### src/rtl/arb_2x1_rr_if.sv
// arb_2x1_rr_if: handshake bundle linking two sources, the round-robin arbiter and the downstream select stage.
// master = arbiter side, slave = environment (sources and downstream consumer).
interface arb_2x1_rr_if #(parameter int DATA_W = 8);
    logic              in0_valid;
    logic [DATA_W-1:0] in0_data;
    logic              in0_ready;
    logic              in1_valid;
    logic [DATA_W-1:0] in1_data;
    logic              in1_ready;
    logic              out_valid;
    logic [DATA_W-1:0] out_data;
    logic              out_ready;
    logic              sel;
    logic              busy;
    modport master (
        input  in0_valid, in0_data, in1_valid, in1_data, out_ready,
        output in0_ready, in1_ready, out_valid, out_data, sel, busy
    );
    modport slave (
        output in0_valid, in0_data, in1_valid, in1_data, out_ready,
        input  in0_ready, in1_ready, out_valid, out_data, sel, busy
    );
endinterface

### src/rtl/arb_2x1_rr.sv
// arb_2x1_rr: two-channel round-robin arbiter with bounded bursts and a registered output beat.
// Define ARB_STATS_EN to add saturating per-channel accepted-beat counters (grant_cnt0/grant_cnt1).
module arb_2x1_rr #(
    parameter int DATA_W    = 8,
    parameter int BURST_MAX = 4
) (
    input  logic clk,
    input  logic reset,
    arb_2x1_rr_if.master bus
`ifdef ARB_STATS_EN
    ,
    output logic [15:0] grant_cnt0,
    output logic [15:0] grant_cnt1
`endif
);
    typedef enum logic [1:0] {IDLE, GRANT0, GRANT1} state_t;

    state_t            state;
    logic              ptr;
    logic [7:0]        cnt;
    logic              own;
    logic              cur_valid;
    logic              oth_valid;
    logic              rdy;
    logic              acc;
    logic              rel;
    logic              win;
    logic [DATA_W-1:0] win_data;

    always_comb begin
        own       = (state == GRANT1);
        cur_valid = own ? bus.in1_valid : bus.in0_valid;
        oth_valid = own ? bus.in0_valid : bus.in1_valid;
        win_data  = own ? bus.in1_data : bus.in0_data;
        rdy       = (state != IDLE) && (!bus.out_valid || bus.out_ready);
        acc       = rdy && cur_valid;
        rel       = (state != IDLE) && ((acc && cnt == 8'(BURST_MAX - 1)) || !cur_valid);
        // on a tie the channel not named by the last-grant pointer wins
        win       = (bus.in0_valid && bus.in1_valid) ? !ptr : bus.in1_valid;
    end

    assign bus.in0_ready = rdy && !own;
    assign bus.in1_ready = rdy && own;
    assign bus.busy      = (state != IDLE);

    always_ff @(posedge clk) begin
        if (reset) begin
            state         <= IDLE;
            ptr           <= 1'b1;
            cnt           <= 8'd0;
            bus.out_valid <= 1'b0;
            bus.out_data  <= '0;
            bus.sel       <= 1'b0;
        end else begin
            if (acc) begin
                bus.out_data  <= win_data;
                bus.sel       <= own;
                bus.out_valid <= 1'b1;
            end else if (bus.out_valid && bus.out_ready) begin
                bus.out_valid <= 1'b0;
            end
            if (state == IDLE) begin
                cnt <= 8'd0;
                if (bus.in0_valid || bus.in1_valid) begin
                    state <= win ? GRANT1 : GRANT0;
                    ptr   <= win;
                end
            end else if (rel) begin
                cnt <= 8'd0;
                if (oth_valid) begin
                    state <= own ? GRANT0 : GRANT1;
                    ptr   <= !own;
                end else if (!cur_valid) begin
                    state <= IDLE;
                end
            end else if (acc) begin
                cnt <= cnt + 8'd1;
            end
        end
    end

`ifdef ARB_STATS_EN
    always_ff @(posedge clk) begin
        if (reset) begin
            grant_cnt0 <= 16'd0;
            grant_cnt1 <= 16'd0;
        end else begin
            if (acc && !own && grant_cnt0 != 16'hFFFF) grant_cnt0 <= grant_cnt0 + 16'd1;
            if (acc && own && grant_cnt1 != 16'hFFFF) grant_cnt1 <= grant_cnt1 + 16'd1;
        end
    end
`endif
endmodule

### src/flat_wrapper.sv
// flat-port wrapper written by rule: the top's interface ports become plain ports
module arb_2x1_rr_flat 
#(
    parameter int DATA_W    = 8,
    parameter int BURST_MAX = 4
)
  (clk, reset, bus_in0_valid, bus_in0_data, bus_in1_valid, bus_in1_data, bus_out_ready, bus_in0_ready, bus_in1_ready, bus_out_valid, bus_out_data, bus_sel, bus_busy);
  arb_2x1_rr_if #(.DATA_W(DATA_W)) bus_i ();
  input  logic clk;
  input  logic reset;
  input wire logic [$bits(bus_i.in0_valid)-1:0] bus_in0_valid;
  input wire logic [$bits(bus_i.in0_data)-1:0] bus_in0_data;
  input wire logic [$bits(bus_i.in1_valid)-1:0] bus_in1_valid;
  input wire logic [$bits(bus_i.in1_data)-1:0] bus_in1_data;
  input wire logic [$bits(bus_i.out_ready)-1:0] bus_out_ready;
  output wire logic [$bits(bus_i.in0_ready)-1:0] bus_in0_ready;
  output wire logic [$bits(bus_i.in1_ready)-1:0] bus_in1_ready;
  output wire logic [$bits(bus_i.out_valid)-1:0] bus_out_valid;
  output wire logic [$bits(bus_i.out_data)-1:0] bus_out_data;
  output wire logic [$bits(bus_i.sel)-1:0] bus_sel;
  output wire logic [$bits(bus_i.busy)-1:0] bus_busy;
  assign bus_i.in0_valid = bus_in0_valid;
  assign bus_i.in0_data = bus_in0_data;
  assign bus_i.in1_valid = bus_in1_valid;
  assign bus_i.in1_data = bus_in1_data;
  assign bus_i.out_ready = bus_out_ready;
  assign bus_in0_ready = bus_i.in0_ready;
  assign bus_in1_ready = bus_i.in1_ready;
  assign bus_out_valid = bus_i.out_valid;
  assign bus_out_data = bus_i.out_data;
  assign bus_sel = bus_i.sel;
  assign bus_busy = bus_i.busy;
  arb_2x1_rr #(.DATA_W(DATA_W), .BURST_MAX(BURST_MAX)) u_core (.clk(clk), .reset(reset), .bus(bus_i));
endmodule
### config.mk
export PLATFORM = sky130hd
export DESIGN_NAME = arb_2x1_rr_flat
export DESIGN_NICKNAME = d
export VERILOG_FILES = /design/src/rtl/arb_2x1_rr_if.sv /design/src/rtl/arb_2x1_rr.sv /design/src/flat_wrapper.sv
export SDC_FILE = /design/constraint.sdc
export NUM_CORES = 1
export LEC_CHECK = 0
export ABC_AREA = 1
export BUFFER_PORTS_ARGS = -buffer_cell sky130_fd_sc_hd__buf_2
export CORE_UTILIZATION = 45
export DETAILED_ROUTE_END_ITERATION = 7
export HOLD_SLACK_MARGIN = 0.06
export PLACE_DENSITY = 0.77
export SYNTH_ARGS = -nofsm -noshare
export SYNTH_HDL_FRONTEND = slang
export SYNTH_SLANG_ARGS = --single-unit
### constraint.sdc
create_clock -name clk -period 1.6 [get_ports clk]
set_input_delay 0.24 -clock clk [delete_from_list [all_inputs] [get_ports clk]]
set_output_delay 0.24 -clock clk [all_outputs]
set_load 0.01 [all_outputs]
==> run metrics, run 1 <==
status completed; slowest CP cell dfxtp_1; Placer Congestion around 0.87; die footprint around 0.0027 mm^2; H-tree lvl count 1; clock skew ~0.0039 ns; Setup crit start kind flop; Row Count 17; register bit total from synthesis 21; Worst Reg-to-Reg Cells 9; Initial Util 49.5%; CP bufs+invs 2; vias in the first global route 974; Crit Path Class reg -> out; crit-path max FO 6; largest net degree at the start of global routing 18; PostCTS Resize Cnt 0; max-cap viol count 0; Synth Cell Area between 0.001 and 0.0015 mm^2; slowest stage delay, CP 0.40 ns; Worst Max-Slew Pin Slew about 0.34 ns; Final Cell Area between 0.001 and 0.0015 mm^2; TritonCTS clock tree done; Setup Slack @ Placement around 0.24 ns; Via density between 4 and 5; Hold Path Class in -> reg; setup TNS 0 ns; unrepaired setup endpoints after global routing no; Layout area overhead 19.9%; Worst-Skew Late Latency ~0.3 ns; Post-Place Cells 218; Die H between 50 and 60 um; Post-CTS Repair Setup Buffers 0; dpl cell area between 0.001 and 0.0015 mm^2; crit-path cells nor2_2 > inv_1 > buf_2; All-Layer GR Usage a little under a fifth; total power 1.87 mW; total CTS buffers 3; hold path depth 2; GR Overflow Total 0; yosys synthesis warning count 0; final worst path period need 1.49 ns; number of diodes 0; final hold viol count 0; LEAKAGE approximately 0.66 nW; Critical Path End Type output pin; cts hold-fix bufs 0; Layout Nets 217; Slew HR a little under 80%; fmax 672 MHz; PortBufs 33; Tcrit/Tclk final 93.0%; Mapped Cells around 160; Reg clk slew, reported paths approximately 0.12 ns; maximum vdd drop 0.000949 V; core area around 0.0023 mm^2; CTS Sinks 21; drt drc 0; Cell Pwr Density about 1400 mW/mm^2; Min Hold Slack between 0.1 and 0.15 ns; family with the most delay on the worst path flip-flops; DRT antenna net count 0; Layout Cells excl Fill 222; Setup Viol. Count Final 0; via count 1,100; number of top-level pins 34; Layout fillers 214; global-route wire length before repair 3860 um; DR iter-0 viols 9; layout cells sized above 1 between 20 and 30%; Avg Inst Size Synth slightly above 7 um^2; die width approximately 52 um; CTS max path bufs 2; commonest non-fill, non-tap cell in the layout nand2_1; Avg WL per Cell roughly 11 um; Max Slew Vio Count 0; CP Data Required Time 1.36 ns; initial antenna violation count 0; final worst setup slack about 0.11 ns; drt first pass iters 4; most frequent cells in the layout nand2_1, buf_2, dfxtp_1, nor2_1, inv_1; final core occ 59.4%; routed wire length between 2000 and 2500 um; sequential area share after synthesis a little under two fifths; syn_nets about 180; cell depth of the worst setup path 3; clock root cell clkbuf_4; crit path DAT between 1 and 1.5 ns; Yosys cell types 30; post-DP HPWL roughly 1800 um
-- report_power, final --
part	internal [mW]	switching, mW
Sequential	0.647	0.0832
Combinational	0.328	0.554
Clock	0.0972	0.163
-- final timing paths --
path	slack [ns]	to	from
worst max-delay path	0.11	bus_busy	u_core.state[1]
worst min-delay path	0.11	u_core.bus.sel	reset
worst max register to register	0.22	u_core.cnt[4]	u_core.state[0]
worst min register to register	0.47	u_core.ptr	u_core.ptr
-- area by class of cell --
| type | count | area [um^2] | area share [%] |
|---|---|---|---|
| well taps | 28 | 35.0 | 2.59 |
| inverters | 15 | 61.3 | 4.54 |
| repair buffers | 36 | 188 | 13.9 |
| clock buffers | 4 | 26.3 | 1.94 |
| multi-input cells | 118 | 621 | 45.9 |
| flip-flops and latches | 21 | 420 | 31.1 |
-- per-layer routing --
metal  vias to the layer above  track usage (%)  part of all wire [%]
met5                         -                0                     0
met4                         0             7.66                  0.98
met3                         4             4.39                   6.0
met2                        38             32.7                    47
met1                       474             22.5                    46
li1                        584                -                     -
-- Yosys cell counts --
cell type	instances	area (um^2)
buf_8	1	15.0
xor2_2	1	16.3
o21a_1	1	7.51
a21oi_1	7	35.0
xor2_1	1	8.76
inv_6	1	8.76
nand3_2	2	20.0
nor2_4	1	11.3
nor2_2	4	25.0
nor2_8	1	20.0
nand2_4	1	11.3
nand2_8	1	20.0
buf_2	2	10.0
nor3_1	2	10.0
ha_1	1	12.5
or2_1	1	6.26
dfxtp_1	21	420
o21ai_0	9	45.0
nand3_1	9	45.0
nand2_2	1	6.26
nor3_2	1	10.0
o21ai_2	1	8.76
o21ai_1	1	5.00
nand4_1	1	6.26
inv_1	11	41.3
inv_2	3	11.3
nand2_1	47	176
nand3b_1	1	7.51
a31oi_1	8	50.1
nor2_1	15	56.3
-- cells by family after synthesis --
| kind of cell | after synthesis | share of synthesized area [%] |
|---|---|---|
| flip-flops | 21 | 37.3 |
| buffers and inverters | 18 | 7.66 |
| XOR/XNOR | 2 | 2.22 |
| AO/OA/AOI/OAI | 27 | 13.4 |
| adder cells (fa/ha/maj) | 1 | 1.11 |
| AND/OR/NAND/NOR | 88 | 38.3 |
-- worst register-to-register path, delay by kind of cell, from the launching register on --
family | cells | cell delay [ns]
simple gates | 7 | 0.65
flops | 1 | 0.43
buf+inv | 1 | 0.10
compound gates | 1 | 0.10
-- sequential cells by signal (all words and copies together) (netlist names) --
register and cells:
u_core.cnt 8, u_core.state 2, u_core.bus.sel 1, u_core.ptr 1, u_core.bus.out_data 8, u_core.bus.out_valid 1
Power figures use the tool's default switching activity.
==> run 2: changes to the inputs <==
CTS_CLUSTER_DIAMETER = 30   (was unset)
PLACE_DENSITY = 0.8   (was 0.77)
clock period = 1.76 ns   (was 1.6 ns; I/O delays follow)
==> run 2 against run 1 <==
Compared with the run above:
- die area unchanged
- global-route usage about the same
- clock-buffer cell count decreased by 1
- via count increased by 0.45%
- critical endpoint is now bus_in1_ready
- largest cell class unchanged
- largest power group unchanged
==> run metrics, run 2 (same netlist as run 1, synthesis figures left out) <==
GRT met1 Usage a little under a quarter; PostCTS Resize Cnt 0; drt first pass iters 4; number of diodes 0; commonest non-fill, non-tap cell in the layout nand2_1; largest net degree at the start of global routing 18; H-tree lvl count 1; Setup crit start kind flop; post-DP HPWL 1820 um; Clk network pwr share 13.6%; TritonCTS clock tree done; final worst path period need around 1.6 ns; clock skew roughly 0.0082 ns; Switching Fraction roughly 43%; crit-path max FO 13; Sw Pwr about 0.72 mW; DR iter-0 viols 17; routed wire length about 2300 um; fmax 634 MHz; Final Cell Area around 0.0013 mm^2; Hold Path Class in -> reg; total CTS buffers 3; Sequential cell area about 420 um^2; LEAKAGE roughly 0.65 nW; most frequent cells in the layout nand2_1, buf_2, dfxtp_1, nor2_1, inv_1; PortBufs 33; Critical Path End Type output pin; max-cap viol count 0; biggest regs u_core.bus.out_data (8), u_core.cnt (8), u_core.state (2); internal power around 0.96 mW; global route hottest layer met2; slowest CP cell dfxtp_1; crit path DAT ~1.3 ns; CP Data Required Time ~1.5 ns; Tcrit/Tclk final around nine tenths; Cell Pwr Density 1250 mW/mm^2; Layout fillers roughly 220; setup TNS 0 ns; Die H ~52 um; crit-path cells nand2_2 > nor2_1 > buf_2; final hold viol count 0; die width between 50 and 60 um; Layout Nets approximately 220; GR Util met3 3.22%; Placer Congestion 0.868; slowest stage delay, CP around 0.47 ns; CTS max path bufs 2; Min Hold Slack ~0.14 ns; initial antenna violation count 0; drt drc 0; dpl cell area about 0.0013 mm^2; layout cells sized above 1 approximately 30%; maximum vdd drop 0.000788 V; Seq pwr share about two fifths; global-route wire length before repair just under 4000 um; Setup Viol. Count Final 0; DRT antenna net count 0; Post-CTS Repair Setup Buffers 0; die footprint 0.00271 mm^2; vias in the first global route 957; Via density 5.00; Avg WL per Cell about 10 um; cts hold-fix bufs 0; Slew HR between 70 and 80%; status completed; CTS Sinks 21; clock root cell clkbuf_4; Reg clk slew, reported paths 0.12 ns; Layout area overhead 19.3%; Crit Path Class reg -> out; Initial Util 49.5%; Worst Max-Slew Pin Slew approximately 0.34 ns; number of top-level pins 34; Gate power share roughly 47%; via count roughly 1,100; met2 GRT Util about 33%; Row Count 17; unrepaired setup endpoints after global routing no; footprint of the multi-input gates 621 um^2; core area approximately 0.0023 mm^2; GR Overflow Total 0; All-Layer GR Usage 19.0%; Worst-Skew Late Latency around 0.30 ns; Max Slew Vio Count 0
==> run 2: changes by cell type in the layout (fill, tap and decap cells not counted), sizes merged <==
cell    delta
buf        -1
clkbuf     -1
clkinv     +1
==> run 2: power groups by stage <==
stage          Clock [mW]  Sequential, mW  Combinational [mW]
2_1_floorplan           0           0.707               0.553
3_3_place_gp            0           0.672               0.777
3_5_place_dp            0           0.677               0.789
4_1_cts             0.240           0.671               0.792
5_1_grt             0.261           0.685               0.887
6_report            0.229           0.671               0.785
==> run 2: final timing paths <==
kind,from,endpoint,slack [ns],cells past startpoint
worst max register to register,u_core.state[0],u_core.cnt[4],0.23,9
worst max-delay path,u_core.state[1],bus_in1_ready,0.18,3
worst min-delay path,reset,u_core.bus.sel,0.14,2
worst min register to register,u_core.bus.sel,u_core.bus.sel,0.48,2
==> run 2: critical path, delay by kind of cell (launching register included) <==
kind	cells	cell delay [ns]
buffers and inverters	1	0.15
DFF	1	0.47
and+or+nand+nor	2	0.38
==> run 2: metrics by stage <==
stage               utilization [%]  power [mW]  cells  setup slack, ns
detailed placement             57.9        1.47    217            0.265
finish                         59.1        1.69    221            0.182
CTS                            59.1        1.70    221            0.182
floorplan                         -        1.26    157            0.503
global placement               57.9        1.45    217            0.306
global route                   59.1        1.83    221           0.0608
==> run 2: layout make-up <==
type / count / area share (%)
multi-input combinational: 118 / 46.1
sequential: 21 / 31.3
timing repair buffer: 35 / 13.4
inverter: 15 / 4.56
tap: 28 / 2.60
clock buffer: 3 / 1.67
clock inverter: 1 / 0.372
==> run 2: metal layers <==
layer / vias to the layer above / part of all wire [%]
met3: 2 / 5.7
met5: - / 0
met4: 0 / 0.61
met2: 38 / 46
met1: 480 / 48
li1: 585 / -
==> run 3: changes to the inputs <==
clock period = 1.93 ns   (was 1.76 ns; I/O delays follow)
==> run 3 against run 2 <==
Compared with the run above:
- utilization shrank 0.71 points
- hold slack gained 0.018 ns
- combinational power shrank 9.8%
- routed wire length grew 1.6%
- die area is the same
- clock power shrank 8%
- total power shrank 9.4%
- clock skew grew 0.0036 ns
- flip-flop and latch count is the same
- first-iteration DRC count grew 5.9%
- clock-buffer cell count grew 1
- cell count shrank 0.90%
- critical endpoint unchanged
==> run metrics, run 3 (same netlist as run 1, synthesis figures left out) <==
drt drc 0; crit-path cells nand2_2 > nor2_1 > buf_2; final worst path period need between 1.5 and 2 ns; Reg clk slew, reported paths roughly 0.12 ns; core area ~0.0023 mm^2; Row Count 17; GR Overflow Total 0; All-Layer GR Usage 18.9%; crit path DAT between 1 and 1.5 ns; slowest stage delay, CP between 0.4 and 0.5 ns; TritonCTS clock tree done; Hold Path Class in -> reg; Crit Path Class reg -> out; H-tree lvl count 1; total CTS buffers 3; layout cells sized above 1 ~28%; Tcrit/Tclk final between 80% and 90%; hold path depth 2; DRT antenna net count 0; Sw Pwr 0.656 mW; vias in the first global route slightly above 1,000; unrepaired setup endpoints after global routing no; Initial Util approximately 50%; fmax approximately 630 MHz; CTS max path bufs 2; Worst Reg-to-Reg Cells 9; clock root cell clkbuf_4; CTS Sinks 21; clock skew around 0.012 ns; Clk network pwr share between 10% and 20%; routed wire length between 2000 and 2500 um; maximum vdd drop 0.000854 V; Die H approximately 52 um; Layout Nets between 200 and 250; slowest CP cell dfxtp_1; Seq pwr share 39.9%; via count 1,106; Worst Max-Slew Pin Slew around 0.35 ns; Switching Fraction between 40% and 50%; dpl cell area roughly 0.0013 mm^2; CP Data Required Time ~1.6 ns; Critical Path End Type output pin; global-route wire length before repair 3890 um; die footprint roughly 0.0027 mm^2; Max Slew Vio Count 0; PortBufs 33; die width around 52 um; Layout area overhead 17.9%; final hold viol count 0; Final Cell Area around 0.0013 mm^2; Slew HR 76.9%; Via density just over 5; initial antenna violation count 0; Placer Congestion 0.864; drt first pass iters 4; PostCTS Resize Cnt 0; number of diodes 0; biggest regs u_core.bus.out_data (8), u_core.cnt (8), u_core.state (2); cts hold-fix bufs 0; setup TNS 0 ns; DR iter-0 viols 18; Cell Pwr Density between 1000 and 1500 mW/mm^2; Gate power share approximately 46%; crit-path max FO 13; Setup Viol. Count Final 0; largest net degree at the start of global routing 18; Worst-Skew Late Latency roughly 0.3 ns; post-DP HPWL about 1800 um; most frequent cells in the layout nand2_1, buf_2, dfxtp_1, nor2_1, inv_1; Post-CTS Repair Setup Buffers 0; number of top-level pins 34; Setup crit start kind flop; r2r setup slk ~0.37 ns; Avg WL per Cell between 10 and 15 um; max-cap viol count 0; commonest non-fill, non-tap cell in the layout nand2_1; Layout fillers 223; LEAKAGE around 0.64 nW; status completed; internal power 0.870 mW
==> run 3: changes by cell type in the layout (fill, tap and decap cells not counted), sizes merged <==
cell,before,now
buf,35,33
clkbuf,3,4
clkinv,1,0
==> run 3: layout make-up <==
| type | count | area (um^2) | area share (%) |
|---|---|---|---|
| multi-input combinational | 118 | 621 | 46.7 |
| sequential | 21 | 420 | 31.6 |
| timing repair buffer | 33 | 165 | 12.4 |
| inverter | 15 | 61.3 | 4.61 |
| tap | 28 | 35.0 | 2.64 |
| clock buffer | 4 | 26.3 | 1.98 |
==> run 3: worst paths after layout <==
path,end,from
worst max-delay path,bus_in1_ready,u_core.state[1]
worst min-delay path,u_core.bus.sel,reset
worst max register to register,u_core.cnt[4],u_core.state[0]
worst min register to register,u_core.bus.sel,u_core.bus.sel
==> run 3: per-stage QoR <==
step | utilization, % | hold slack [ns] | std cells | total power [mW] | worst slack, ns
CTS | 58.4 | 0.164 | 219 | 1.53 | 0.348
global route | 58.4 | 0.163 | 219 | 1.65 | 0.257
floorplan | - | 0.359 | 157 | 1.15 | 0.673
global placement | 57.2 | 0.443 | 215 | 1.31 | 0.481
finish | 58.4 | 0.158 | 219 | 1.53 | 0.335
detailed placement | 57.2 | 0.460 | 215 | 1.33 | 0.424
==> run 3: metal layers <==
layer | part of all wire, % | GRT usage (%) | wire length, um
met1 | 46 | 21.5 | 1070
met2 | 46 | 34.0 | 1080
met3 | 7.0 | 3.22 | 164
met4 | 1.3 | 8.11 | 30
met5 | 0 | 0 | 0
==> run 3: power groups by stage <==
stage	sequential (mW)	combinational (mW)	clock, mW
2_1_floorplan	0.645	0.504	0
3_3_place_gp	0.613	0.697	0
3_5_place_dp	0.615	0.711	0
4_1_cts	0.609	0.713	0.211
5_1_grt	0.623	0.792	0.233
6_report	0.609	0.708	0.210
==> run 3: critical path, delay by kind of cell, from the launching register on <==
kind | cells | cell delay, ns
DFF | 1 | 0.47
and+or+nand+nor | 2 | 0.38
buffers and inverters | 1 | 0.15
